## config.mk

```make
export PLATFORM = sky130hd
export DESIGN_NAME = otf_converter_p
export DESIGN_NICKNAME = d
export VERILOG_FILES = /design/src/rtl/otf_pkg.sv /design/src/rtl/otf_digit_step.sv /design/src/rtl/otf_converter_p.sv
export SDC_FILE = /design/constraint.sdc
export NUM_CORES = 1
export LEC_CHECK = 0
export ABC_AREA = 0
export BUFFER_PORTS_ARGS = -buffer_cell sky130_fd_sc_hd__buf_2
export CAP_MARGIN = 40
export CORE_MARGIN = 3
export CORE_UTILIZATION = 60
export CTS_BUF_LIST = sky130_fd_sc_hd__clkbuf_8
export DETAILED_ROUTE_END_ITERATION = 8
export PLACE_DENSITY = 0.81
export SLEW_MARGIN = 25
export SYNTH_ARGS = -nofsm -noshare
export SYNTH_HDL_FRONTEND = slang
export SYNTH_SLANG_ARGS = --single-unit
```

## constraint.sdc

```tcl
create_clock -name clk -period 2.05 [get_ports clk]
set_input_delay 0.1025 -clock clk [delete_from_list [all_inputs] [get_ports clk]]
set_output_delay 0.1025 -clock clk [all_outputs]
set_load 0.005 [all_outputs]
```

## src/rtl/otf_pkg.sv

```systemverilog
// Shared definitions for the on-the-fly quotient converter: FSM encoding and digit-count bound.
// Latency: n/a (types and constant functions only).
// Backpressure: n/a.
package otf_pkg;

    typedef enum logic [1:0] {
        ST_IDLE  = 2'd0,
        ST_ACCUM = 2'd1,
        ST_CORR  = 2'd2,
        ST_DONE  = 2'd3
    } state_t;

    // Digits needed to fill a QW-bit quotient at LOG2R bits per digit
    function automatic int otf_maxd(input int qw, input int log2r);
        return (qw + log2r - 1) / log2r;
    endfunction

endpackage

```

## src/rtl/otf_digit_step.sv

```systemverilog
// One on-the-fly conversion step: appends a signed-digit to Q and QM (QM tracks Q-1).
// Latency: combinational.
// Backpressure: none; the caller decides when the result is registered.
module otf_digit_step #(
    parameter int QW    = 32,
    parameter int LOG2R = 3
) (
    input  logic [QW-1:0]  q,
    input  logic [QW-1:0]  qm,
    input  logic [LOG2R:0] digit,
    output logic [QW-1:0]  q_nxt,
    output logic [QW-1:0]  qm_nxt
);

    localparam logic [LOG2R-1:0] ONE = LOG2R'(1);

    logic             sgn;
    logic [LOG2R-1:0] mag;

    assign sgn = digit[LOG2R];
    assign mag = digit[LOG2R-1:0];

    // Multiplying by R is a left concatenation; truncation drops the shifted-out MSBs.
    always_comb begin
        q_nxt  = q;
        qm_nxt = qm;
        if (mag == '0) begin
            q_nxt  = QW'({q,  {LOG2R{1'b0}}});
            qm_nxt = QW'({qm, {LOG2R{1'b1}}});
        end else if (!sgn) begin
            q_nxt  = QW'({q, mag});
            qm_nxt = QW'({q, LOG2R'(mag - ONE)});
        end else begin
            // R-m and R-m-1 reduced to LOG2R bits are -m and ~m
            q_nxt  = QW'({qm, LOG2R'(~mag + ONE)});
            qm_nxt = QW'({qm, ~mag});
        end
    end

endmodule

```

## src/rtl/otf_converter_p.sv

```systemverilog
// Converts a stream of sign-magnitude quotient digits to a corrected binary quotient.
// Latency: done and q_out two cycles after the last digit when rem_valid follows immediately.
// Backpressure: none; digits/remainder are taken only in ACCUM/CORR, start aborts from any state.
module otf_converter_p
    import otf_pkg::*;
#(
    parameter  int QW    = 32,
    parameter  int LOG2R = 3,
    parameter  int MAXD  = otf_maxd(QW, LOG2R),
    localparam int NDW   = $clog2(MAXD + 2)
) (
    input  logic             clk,
    input  logic             rst_n,
    input  logic             start,
    input  logic             digit_valid,
    input  logic [LOG2R:0]   digit,
    input  logic             digit_last,
    input  logic             rem_valid,
    input  logic             rem_neg,
    output logic [QW-1:0]    q_out,
    output logic             busy,
    output logic             done,
    output logic             err,
    output logic [NDW-1:0]   ndig
);

    localparam logic [NDW-1:0] NDIG_LIMIT = NDW'(MAXD);
    localparam logic [NDW-1:0] NDIG_SAT   = NDW'(MAXD + 1);
    localparam logic [NDW-1:0] NDIG_ONE   = NDW'(1);

    state_t          state, state_nxt;
    logic [QW-1:0]   q_reg, qm_reg;
    logic [QW-1:0]   q_step, qm_step;
    logic            digit_acc, rem_acc;

    otf_digit_step #(
        .QW    (QW),
        .LOG2R (LOG2R)
    ) u_step (
        .q      (q_reg),
        .qm     (qm_reg),
        .digit  (digit),
        .q_nxt  (q_step),
        .qm_nxt (qm_step)
    );

    // start has priority, so a digit or remainder in the start cycle is dropped
    assign digit_acc = (state == ST_ACCUM) && digit_valid && !start;
    assign rem_acc   = (state == ST_CORR)  && rem_valid   && !start;
    assign busy      = (state == ST_ACCUM) || (state == ST_CORR);

    always_comb begin
        state_nxt = state;
        if (start) begin
            state_nxt = ST_ACCUM;
        end else begin
            case (state)
                ST_IDLE:  state_nxt = ST_IDLE;
                ST_ACCUM: if (digit_acc && digit_last) state_nxt = ST_CORR;
                ST_CORR:  if (rem_acc) state_nxt = ST_DONE;
                ST_DONE:  state_nxt = ST_IDLE;
                default:  state_nxt = ST_IDLE;
            endcase
        end
    end

    always_ff @(posedge clk or negedge rst_n) begin
        if (!rst_n) begin
            state <= ST_IDLE;
        end else begin
            state <= state_nxt;
        end
    end

    always_ff @(posedge clk or negedge rst_n) begin
        if (!rst_n) begin
            q_reg  <= '0;
            qm_reg <= '0;
            ndig   <= '0;
            err    <= 1'b0;
        end else if (start) begin
            q_reg  <= '0;
            qm_reg <= '1;
            ndig   <= '0;
            err    <= 1'b0;
        end else if (digit_acc) begin
            q_reg  <= q_step;
            qm_reg <= qm_step;
            if (ndig != NDIG_SAT) ndig <= ndig + NDIG_ONE;
            if (ndig == NDIG_LIMIT) err <= 1'b1;
        end
    end

    always_ff @(posedge clk or negedge rst_n) begin
        if (!rst_n) begin
            q_out <= '0;
            done  <= 1'b0;
        end else begin
            done <= rem_acc;
            if (rem_acc) q_out <= rem_neg ? qm_reg : q_reg;
        end
    end

endmodule

```

==> results.json <==
{
  "crit_fanout": 28,
  "critPathRequiredTime_ns": 2.32,
  "cts_tree": "built",
  "grt_overflow_total": 0,
  "num_rows": 32,
  "fillCellCount": 593,
  "yosys-top-cells-area": "dfrtp_1 53%, mux2i_1 13%, nand2_1 9.4%",
  "met2_usage_pct": 39.5,
  "async_flop_share_pct": 100,
  "maxSlewViolCount": 0,
  "cp_slowest_stage_delay_ns": 0.40,
  "top_usage_layer": "met2",
  "ant_nets": 0,
  "worstHoldStart": "digit[1]",
  "period_share_pct": 84.6,
  "crit_start": "state[1]$_DFFE_PN0P_",
  "wl_per_cell_um": 16.1,
  "path_depth": 6,
  "fin_nets": 560,
  "fin_cells": 649,
  "cts_buffers": 9,
  "grt_util_met3_pct": 4.25,
  "totalPowerFinal_w": 0.00601,
  "fin_setup_tns_ns": 0,
  "use_met1_pct": 29.5,
  "post_cts_buffers": 0,
  "path_class": "reg -> reg",
  "hpwl_mm": 6.75,
  "die_area_um2": 9380,
  "ys_ff_latch": 104,
  "finalHoldViolations": 0,
  "irDropWorstVdd_mv": 0.724,
  "wirelength_mm": 10.5,
  "grt_pass1_vias": 3804,
  "cp_num_buf_inv": 2,
  "cp_cell_sequence": "inv_1 > ha_1 > nand2_4 > or2_1 > buf_4 > o21ai_0",
  "placed_area_um2": 5240,
  "via_per_inst": 5.84,
  "critPathSlowestCell": "dfrtp_1",
  "hold_depth": 3,
  "htreeDepth": 3,
  "ff2ff_path_depth": 6,
  "insertion_delay_ns": 0.36,
  "status": "completed",
  "die_w_um": 96.8,
  "final_cell_mix": "124 x nand2_1, 104 x dfrtp_1, 66 x mux2i_1",
  "powerDensity_nw_per_um2": 1100,
  "synth-edff-count": 0,
  "cts_resized": 0,
  "track_usage_pct": 23.3,
  "cts_buffer_depth": 2,
  "hold_class": "in -> reg",
  "grt_max_degree": 44,
  "synth_flop_cell": "dfrtp_1",
  "start_util_pct": 62.8,
  "coreArea_um2": 7890,
  "relSlewSlack_pct": 57.6,
  "drc": 0,
  "drt_iter0_drc": 216,
  "rsz0062_at_grt": "false",
  "setup_violations": 0,
  "grt_pass1_wl_mm": 17.8,
  "cts_hold_buffers": 1,
  "cts-root-buf": "clkbuf_8",
  "p_leak_nw": 2.65,
  "clk_pin_slew_worst_paths_ns": 0.09,
  "num_vias": 3792,
  "synthCells": 506,
  "fp.dieH_um": 96.8,
  "synth_top_area_cell": "dfrtp_1",
  "clkSinkCount": 104,
  "yosysUniqueCellTypes": 38,
  "syn_area_um2": 4950,
  "portBuffers": 49,
  "fmaxAchievable_mhz": 577,
  "syn_avg_cell_area_um2": 9.78,
  "end_kind": "register",
  "syn_nets": 523,
  "r2r-start": "state[1]$_DFFE_PN0P_",
  "skew_ns": 0.00890,
  "layout_commonest_cell": "nand2_1",
  "startpoint_type": "register",
  "path_delay_family": "flip-flops",
  "max-cap-violations": 0,
  "diodes": 0,
  "ios": 50,
  "yosys_warnings": 0,
  "drive_gt1_share_pct": 14.6,
  "antenna_found_initial": 0,
  "synth.top_cell.area_share_pct": 52.6,
  "design_area_um2": 5480,
  "place.detailed.instances": 633,
  "cp_data_arrival_time_ns": 2.01,
  "worstMarginPinSlew_ns": 0.636,
  "yosysSeqAreaShare_pct": 52.6,
  "routabilityCongestion": 0.825,
  "min_period_ns": 1.73,
  "first_pass_iters": 5,
  "area_growth_pct": 10.7
}
-- where the power goes --
part	leakage [nW]	switching, W	internal [W]
registers	1.25	0.000416	0.00258
logic	1.27	0.000852	0.000681
clock network	0.125	0.000656	0.000830
-- metrics by stage --
step	worst slack, ns	util [%]	hold slack [ns]
floorplan	0.584	-	-0.193
global placement	0.423	66.4	0.0985
detailed placement	0.328	66.4	0.0977
CTS	0.302	69.5	0.0724
global route	0.191	69.5	0.0809
finish	0.316	69.5	0.0749
-- tightest hold or removal path: cells and delay by family --
kind / cells / cell delay, ns
buffers and inverters: 1 / 0.10
muxes: 1 / 0.06
AOI/OAI and AO/OA: 1 / 0.13
-- cell usage after synthesis, types with 2 or more instances --
library cell  count
buf_2            19
ha_1              6
mux2i_1          66
a31oi_1          33
buf_4             6
nand2_1         124
nand2b_1          2
a211oi_1          2
o22a_1            2
inv_1            10
a21oi_1           2
buf_6             5
o21ai_0          52
dfrtp_1         104
nor3_1            2
clkbuf_1          5
and3_1            2
o21a_1            2
nor2_1           34
o21ai_1          10
-- routing by layer --
metal | routed length [um] | share of wire, % | up-vias
li1 | - | - | 1800
met1 | 4370 | 42 | 1840
met2 | 5210 | 50 | 132
met3 | 628 | 6.0 | 20
met4 | 239 | 2.3 | 0
met5 | 0 | 0 | -
-- final timing paths --
kind | to | slack [ns]
min reg2reg | q_out[15]$_DFFE_PN0P_ | 0.48
min | q_reg[1]$_DFFE_PN0P_ | 0.07
max | q_reg[9]$_DFFE_PN0P_ | 0.32
max in group asynchronous | q_reg[7]$_DFFE_PN0P_ | 1.03
max reg2reg | q_reg[9]$_DFFE_PN0P_ | 0.32
min in group asynchronous | q_reg[23]$_DFFE_PN0P_ | 0.24
-- kinds of logic after synthesis --
| kind of cell | after synthesis | synth area share (%) |
|---|---|---|
| AND/OR/NAND/NOR | 175 | 14.5 |
| adder cells (fa/ha/maj) | 6 | 1.52 |
| multiplexers | 67 | 13.6 |
| AO/OA/AOI/OAI | 107 | 12.3 |
| flip-flops | 104 | 52.6 |
| buffers and inverters | 47 | 5.61 |
-- area by class of cell --
type | count | area (um2) | area share (%)
Sequential cell | 104 | 2600 | 47.5
Multi-Input combinational cell | 355 | 2070 | 37.8
Timing Repair Buffer | 63 | 405 | 7.39
Clock buffer | 10 | 138 | 2.51
Tap cell | 102 | 128 | 2.33
Clock inverter | 5 | 97.6 | 1.78
Inverter | 10 | 37.5 | 0.685
(Power assumes the default switching activity.)
